File: config.mk
export PLATFORM = sky130hd
export DESIGN_NAME = processor_run_controller_flat
export DESIGN_NICKNAME = d
export VERILOG_FILES = /design/src/rtl/processor_run_controller_if.sv /design/src/rtl/processor_run_controller.sv /design/src/flat_wrapper.sv
export SDC_FILE = /design/constraint.sdc
export NUM_CORES = 1
export LEC_CHECK = 0
export ABC_AREA = 1
export BUFFER_PORTS_ARGS = -buffer_cell sky130_fd_sc_hd__buf_2
export CAP_MARGIN = 20
export CORE_ASPECT_RATIO = 0.75
export CORE_UTILIZATION = 59
export CTS_CLUSTER_DIAMETER = 150
export CTS_CLUSTER_SIZE = 24
export DETAILED_ROUTE_END_ITERATION = 6
export PLACE_DENSITY = 0.91
export SLEW_MARGIN = 20
export SYNTH_ARGS = -nofsm -noshare
export SYNTH_HDL_FRONTEND = slang
export SYNTH_SLANG_ARGS = --single-unit
File: constraint.sdc
create_clock -name clk -period 2.5 [get_ports clk]
set_input_delay 0.5 -clock clk [delete_from_list [all_inputs] [get_ports clk]]
set_output_delay 0.5 -clock clk [all_outputs]
set_load 0.01 [all_outputs]
File: src/rtl/processor_run_controller_if.sv
// ============================================================================
// Module      : processor_run_controller_if
// Description : Run-control bundle between a host/stimulus side and the
//               processor_run_controller.
//                 start, halt_req          : run request / early stop
//                 cpu_reset, cpu_en        : reset and clock-enable to processor
//                 busy, done, cycle_count  : run status
//               master modport drives requests, slave modport (the
//               controller) drives processor controls and status.
// Revision    : 1.0 - initial release
// ============================================================================
`default_nettype none

interface processor_run_controller_if #(
    parameter int CNT_W = 16
);
    logic             start;
    logic             halt_req;
    logic             cpu_reset;
    logic             cpu_en;
    logic             busy;
    logic             done;
    logic [CNT_W-1:0] cycle_count;

    modport master (
        output start,
        output halt_req,
        input  cpu_reset,
        input  cpu_en,
        input  busy,
        input  done,
        input  cycle_count
    );

    modport slave (
        input  start,
        input  halt_req,
        output cpu_reset,
        output cpu_en,
        output busy,
        output done,
        output cycle_count
    );
endinterface

`default_nettype wire

File: src/rtl/processor_run_controller.sv
// ============================================================================
// Module      : processor_run_controller
// Description : Run sequencer for the MIPS processor. Owns the processor reset
//               and clock-enable: a run holds cpu_reset for RESET_CYCLES
//               cycles, then enables the processor for up to MAX_CYCLES
//               cycles (or until halt_req), then parks it in DONE for
//               inspection.
//   Ports     : clk         - system clock, rising edge
//               reset       - asynchronous, active-low reset
//               bus (slave) - start, halt_req in;
//                             cpu_reset, cpu_en, busy, done, cycle_count out
// Revision    : 1.0 - initial release
// ============================================================================
`default_nettype none

module processor_run_controller #(
    parameter int RESET_CYCLES = 2,
    parameter int MAX_CYCLES   = 25,
    parameter int CNT_W        = 16
) (
    input  wire logic                  clk,
    input  wire logic                  reset,
    processor_run_controller_if.slave  bus
);

    localparam logic [1:0] c_ST_IDLE = 2'd0;
    localparam logic [1:0] c_ST_HOLD = 2'd1;
    localparam logic [1:0] c_ST_RUN  = 2'd2;
    localparam logic [1:0] c_ST_DONE = 2'd3;

    // Hold counter only needs to reach RESET_CYCLES-1.
    localparam int                    c_HOLD_W    = (RESET_CYCLES > 1) ? $clog2(RESET_CYCLES) : 1;
    localparam logic [c_HOLD_W-1:0]   c_HOLD_LAST = c_HOLD_W'(RESET_CYCLES - 1);
    localparam logic [CNT_W-1:0]      c_MAX       = CNT_W'(MAX_CYCLES);

    logic [1:0]          r_state;
    logic [c_HOLD_W-1:0] r_hold;
    logic [CNT_W-1:0]    r_count;
    logic                r_cpu_reset;
    logic                r_cpu_en;
    logic                r_busy;
    logic                r_done;

    logic [1:0]          w_state_nxt;
    logic [c_HOLD_W-1:0] w_hold_nxt;
    logic [CNT_W-1:0]    w_count_nxt;
    logic [CNT_W-1:0]    w_count_inc;

    assign w_count_inc = r_count + CNT_W'(1);

    always_comb begin
        w_state_nxt = r_state;
        w_hold_nxt  = r_hold;
        w_count_nxt = r_count;
        case (r_state)
            c_ST_IDLE, c_ST_DONE: begin
                if (bus.start) begin
                    w_state_nxt = c_ST_HOLD;
                    w_hold_nxt  = '0;
                    w_count_nxt = '0;
                end
            end
            c_ST_HOLD: begin
                if (r_hold == c_HOLD_LAST) begin
                    w_state_nxt = c_ST_RUN;
                    w_hold_nxt  = '0;
                end else begin
                    w_hold_nxt  = r_hold + c_HOLD_W'(1);
                end
            end
            c_ST_RUN: begin
                // Every RUN edge is an enabled processor cycle, including the
                // one that samples halt_req; halt simply ends the run early.
                w_count_nxt = w_count_inc;
                if ((w_count_inc == c_MAX) || bus.halt_req) begin
                    w_state_nxt = c_ST_DONE;
                end
            end
            default: begin
                w_state_nxt = c_ST_IDLE;
            end
        endcase
    end

    // Outputs are decoded from the next state so they register together with
    // it; the asynchronous reset loads the IDLE output values directly.
    always_ff @(posedge clk or negedge reset) begin
        if (!reset) begin
            r_state     <= c_ST_IDLE;
            r_hold      <= '0;
            r_count     <= '0;
            r_cpu_reset <= 1'b1;
            r_cpu_en    <= 1'b0;
            r_busy      <= 1'b0;
            r_done      <= 1'b0;
        end else begin
            r_state     <= w_state_nxt;
            r_hold      <= w_hold_nxt;
            r_count     <= w_count_nxt;
            r_cpu_reset <= (w_state_nxt == c_ST_IDLE) || (w_state_nxt == c_ST_HOLD);
            r_cpu_en    <= (w_state_nxt == c_ST_RUN);
            r_busy      <= (w_state_nxt == c_ST_HOLD) || (w_state_nxt == c_ST_RUN);
            r_done      <= (w_state_nxt == c_ST_DONE);
        end
    end

    assign bus.cpu_reset   = r_cpu_reset;
    assign bus.cpu_en      = r_cpu_en;
    assign bus.busy        = r_busy;
    assign bus.done        = r_done;
    assign bus.cycle_count = r_count;

endmodule

`default_nettype wire

File: src/flat_wrapper.sv
// flat-port wrapper written by rule: the top's interface ports become plain ports
module processor_run_controller_flat 
#(
    parameter int RESET_CYCLES = 2,
    parameter int MAX_CYCLES   = 25,
    parameter int CNT_W        = 16
)
  (clk, reset, bus_start, bus_halt_req, bus_cpu_reset, bus_cpu_en, bus_busy, bus_done, bus_cycle_count);
  processor_run_controller_if #(.CNT_W(CNT_W)) bus_i ();
  input  wire logic clk;
  input  wire logic reset;
  input wire logic [$bits(bus_i.start)-1:0] bus_start;
  input wire logic [$bits(bus_i.halt_req)-1:0] bus_halt_req;
  output wire logic [$bits(bus_i.cpu_reset)-1:0] bus_cpu_reset;
  output wire logic [$bits(bus_i.cpu_en)-1:0] bus_cpu_en;
  output wire logic [$bits(bus_i.busy)-1:0] bus_busy;
  output wire logic [$bits(bus_i.done)-1:0] bus_done;
  output wire logic [$bits(bus_i.cycle_count)-1:0] bus_cycle_count;
  assign bus_i.start = bus_start;
  assign bus_i.halt_req = bus_halt_req;
  assign bus_cpu_reset = bus_i.cpu_reset;
  assign bus_cpu_en = bus_i.cpu_en;
  assign bus_busy = bus_i.busy;
  assign bus_done = bus_i.done;
  assign bus_cycle_count = bus_i.cycle_count;
  processor_run_controller #(.RESET_CYCLES(RESET_CYCLES), .MAX_CYCLES(MAX_CYCLES), .CNT_W(CNT_W)) u_core (.clk(clk), .reset(reset), .bus(bus_i));
endmodule
Word-level counts from Yosys, hierarchy flattened

Index checks and enable logic that the tools add are counted.

Register bits: 23
Bits of input ports: 4
Word-level logic and storage cells: 36

Add/sub/neg operators: 2
Eq/ne operators: 8
Multiplexer cells: 9
Reductions and logical operators: 10

Operators with widths:

| operator                                                                | number |
|---|---|
| 16-bit case mux with 2 select lines                                     | 1 |
| 16-bit by 1-bit adder with 16-bit output (second input constant)        | 1 |
| 16-bit by 5-bit equality test with 1-bit output (second input constant) | 1 |
| 16-bit 2-to-1 mux                                                       | 1 |
| 2-bit equality test (second input constant)                             | 4 |
| 2-bit 2-to-1 mux                                                        | 3 |
| 2-bit case mux with 3 select lines                                      | 1 |
| 2-bit by 1-bit equality test with 1-bit output (second input constant)  | 2 |
| 2-bit zero test                                                         | 2 |
| 2-bit AND reduction                                                     | 2 |
| 2-bit nonzero test                                                      | 2 |
| 1-bit logical OR                                                        | 3 |
| 1-bit 2-to-1 mux                                                        | 2 |
| 2-bit inequality test (second input constant)                           | 1 |
| 1-bit case mux with 2 select lines                                      | 1 |
| 2-bit OR reduction                                                      | 1 |
| 1-bit adder (second input constant)                                     | 1 |

Depth between registers and ports, before layout

Depth after elaboration: 7
Depth in mapped cells: 16

Worst setup path before layout

Ideal clock, no wire load.

Path type: register to register
Start: register u_core.r_count[1] (netlist: u_core.bus.cycle_count[1])
End: register u_core.r_busy (netlist: u_core.bus.busy)
Data arrival time: 1,594 ps
Slack: 790 ps
Stages on the path, launching flop included: 17
Path buffers: 0
Period minus slack after synthesis: 1,710 ps
Path through: dfrtp_1 -> ha_1 -> nand3_1 -> nor2_2 -> nand2_1 -> nand2_1 -> nand2_1 -> clkinv_1 -> nand2_1 -> nor2_1 -> nand3_1 -> nand2_1 -> nand2_1 -> nand2_2 -> nand2_2 -> nand2_2 -> nand2_2

Word-level cells in the longest chain between the ends: 7
Elaborated cells on any way between the ends: 8
Classes of those cells: 1 x add/sub; 3 x eq/ne; 2 x mux; 2 x reduce/logical

Ends and longest elaborated chain:

| what                                                                                         | RTL line                        | source |
|---|---|---|
| start, declared                                                                              | processor_run_controller.sv:38  | `logic [CNT_W-1:0] r_count;` |
| start signal, assigned                                                                       | processor_run_controller.sv:99  | `r_count <= w_count_nxt;` |
| 16-bit by 1-bit adder with 16-bit output (*)                                                 | processor_run_controller.sv:49  | `assign w_count_inc = r_count + CNT_W'(1);` |
| 16-bit by 5-bit equality test with 1-bit output (*)                                          | processor_run_controller.sv:75  | `if ((w_count_inc == c_MAX) \|\| bus.halt_req) begin` |
| 1-bit logical OR (*)                                                                         | processor_run_controller.sv:75  |  |
| 2-bit 2-to-1 mux (*)                                                                         | processor_run_controller.sv:75  |  |
| 2-bit case mux with 3 select lines (*)                                                       | processor_run_controller.sv:55  | `case (r_state)` |
| 2-bit by 1-bit equality test with 1-bit output / 2-bit equality test (equally long branches) | processor_run_controller.sv:102 | `r_busy <= (w_state_nxt == c_ST_HOLD) \|\| (w_state_nxt == c_ST_RUN);` |
| 1-bit logical OR (*)                                                                         | processor_run_controller.sv:102 |  |
| end signal, assigned                                                                         | processor_run_controller.sv:102 |  |
| end, declared                                                                                | processor_run_controller.sv:41  | `logic r_busy;` |

Mark *: on every way between the ends. The rest lies on a longest branch, timed or not.
A chain may end at the register's enable or synchronous reset.

Worst setup path after layout

Ends and elaborated chain as after synthesis.

==> results.py <==
metrics = {
    "pwr": {
        "power_density_mw_per_mm2": 821,
        "irDropWorstVdd_uv": 839,
        "total_power_mw": 1.27,
        "cellLeakagePower_nw": 0.787,
    },
    "floorplan": {
        "start_util": 0.652,
        "die_area_mm2": 0.00252,
        "die-width_um": 57.6,
        "coreArea_mm2": 0.00210,
        "rows": 14,
        "pin_count": 24,
        "fp.dieH_um": 43.7,
    },
    "sta": {
        "period_minus_slack_ns": 2.02,
        "max_slew_margin": 0.656,
        "slew_viol_final": 0,
        "post-route-period-util": 0.808,
        "clock_skew_ns": 0.00497,
        "holdWs_ns": 0.131,
        "hold_viol": 0,
        "max_freq_ghz": 0.495,
        "setup_viol": 0,
        "worst_pin_slew_ns": 0.515,
        "rsz0062_at_grt": "false",
        "fin_setup_tns_ns": 0,
    },
    "worst_setup_path": {
        "crit_family": "simple AND/OR/NAND/NOR gates",
        "cp_max_fo": 5,
        "worst-path-buf-inv": 0,
        "required_ns": 2.73,
        "cp-start-kind": "flip-flop",
        "cpMaxStageDelayCell": "dfrtp_1",
        "worstSetupPathType": "reg -> reg",
        "crit_chain": "ha_1 -> nand3_1 -> nor2_2 -> nand2_1 -> nand2_1 -> nand3_1 -> nor2_1 -> nand3_1 -> nand2_1 -> nand2_1 -> nand2_2 -> nand2_2 -> nand2_2 -> nand2_2",
        "rr_worst_depth": 14,
        "crit_arrival_ns": 2.25,
        "cpPeakStageDelay_ns": 0.43,
        "cp-end-kind": "flip-flop",
        "cp_num_cells": 14,
    },
    "grt": {
        "grt_pass1_wl_um": 5440,
        "grt_use_total": 0.296,
        "grt_pass1_vias": 1236,
        "antenna_found_initial": 0,
        "grt_max_degree": 24,
        "grt_overflow_total": 0,
    },
    "job": {
        "max_cap_viol_count": 0,
    },
    "cells_and_area": {
        "most-common-layout-cells": "nand2_1 (57), inv_1 (29), buf_2 (23)",
        "layout.cells.non_filler": 242,
        "layout_commonest_cell": "nand2_1",
        "drive_gt1_frac": 0.193,
        "diodes": 0,
        "fin_nets": 227,
        "syn_to_final_growth_pct": 12.5,
    },
    "placed_design": {
        "hpwl_um": 2500,
        "dp_cells": 238,
        "place_congestion": 0.891,
        "port_buffers": 23,
    },
    "synthesis": {
        "ys.warnings.count": 0,
        "ys_seq_elements": 23,
        "synthCells": 192,
        "synth_area_leaders": "dfrtp_1 (40%), nand2_1 (16%), inv_1 (7.9%)",
        "synthesis.area_mm2": 0.00137,
        "syn_nets": 200,
        "synth_cell_types": 20,
        "synth.largest_area_cell": "dfrtp_1",
        "avgSynthCellArea_um2": 7.14,
        "synthDominantCellAreaShare": 0.402,
        "yosysSeqAreaShare": 0.421,
    },
    "clock_tree": {
        "cts_buffers": 3,
        "clock_path_buffers": 2,
        "cts_root_buf": "clkbuf_4",
        "clk_pin_slew_ns": 0.12,
        "tritoncts": "built",
        "hold_buffers": 0,
        "post_cts_buffers": 0,
        "cts_resized": 0,
        "htree_levels": 1,
        "clock_latency_ns": 0.32,
        "cts_sinks": 23,
    },
    "run_status": {
        "violations": "DRC",
        "status": "finished with violations",
    },
    "route": {
        "via_per_inst": 5.58,
        "drtIter0Drc": 113,
        "vias": 1350,
        "drc": 3,
        "wl_per_cell_um": 13.5,
        "firstDrtPassIters": 7,
        "ant_nets": 0,
        "drt_wl_total_um": 3270,
    },
    "hold_path": {
        "hp-class": "in -> async",
    },
}
==> worst paths after layout <==
| check | endpoint | slack [ns] | start |
|---|---|---|---|
| worst max-delay path | u_core.bus.busy | 0.48 | u_core.bus.cycle_count[1] |
| worst min-delay path | u_core.bus.cycle_count[9] | 0.13 | reset |
| worst max register to register | u_core.bus.busy | 0.48 | u_core.bus.cycle_count[1] |
| worst min register to register | u_core.r_hold | 0.54 | u_core.r_hold |
| max in group asynchronous | u_core.bus.cpu_reset | 2.00 | reset |
| min in group clk | u_core.r_hold | 0.51 | bus_start |
==> layer usage <==
metal | part of all wire | up-vias | track usage
met3 | 0.077 | 10 | 0.0627
met4 | 0.023 | 0 | 0.151
met2 | 0.46 | 61 | 0.449
li1 | - | 667 | -
met5 | 0 | - | 0
met1 | 0.44 | 612 | 0.406
==> cell families after synthesis <==
group,share of synthesized area
fa+ha+maj,0.0365
compound gates,0.0968
simple gates,0.349
buf+inv,0.0904
xor+xnor,0.00639
flops,0.421
==> worst reg2reg max path, delay by kind of cell, from the launching register on <==
family,cells,cell delay [ns]
simple gates,13,1.30
fa+ha+maj,1,0.21
flops,1,0.43
==> stage by stage <==
stage                     setup slack, ns  cell area (um^2)   util
final                               0.479              1540  0.733
after global routing                0.292              1540  0.733
after CTS                           0.515              1540  0.733
after detailed placement            0.544              1520  0.721
after global placement              0.714              1520  0.721
after floorplan                     0.790              1370      -
==> cells in the mapped netlist <==
cell	number
nand2_1	57
inv_1	29
dfrtp_1	22
nor2_1	17
nand3_1	16
o21ai_0	11
o22ai_1	10
nand2_2	6
ha_1	4
nand4_1	4
nor2_2	4
a21oi_1	2
clkbuf_1	2
nor2_4	2
clkinv_1	1
dfstp_2	1
inv_2	1
nand3_2	1
o21ai_1	1
xor2_1	1
==> state kept, by name, summed over array words and instances, names as in the netlist <==
signal and flops:
u_core.bus.busy 1, u_core.r_hold 1, u_core.bus.cycle_count 16, u_core.bus.done 1
u_core.bus.cpu_en 1, u_core.bus.cpu_reset 1, u_core.r_state 2
==> cell type report <==
type | count | area (um^2)
multi-input cells | 136 | 669
well taps | 24 | 30.0
fillers | 172 | 561
repair buffers | 24 | 123
clock buffers | 4 | 26.3
flip-flops and latches | 23 | 577
inverters | 31 | 116
==> where the power goes <==
group | switching, mW | total (mW) | leakage (nW) | internal, mW
Combinational | 0.405 | 0.596 | 0.464 | 0.192
Sequential | 0.0451 | 0.494 | 0.308 | 0.449
Clock | 0.113 | 0.175 | 0.0150 | 0.0625
Total | 0.562 | 1.27 | 0.787 | 0.703
No activity file was read; power rests on OpenSTA's default activity.
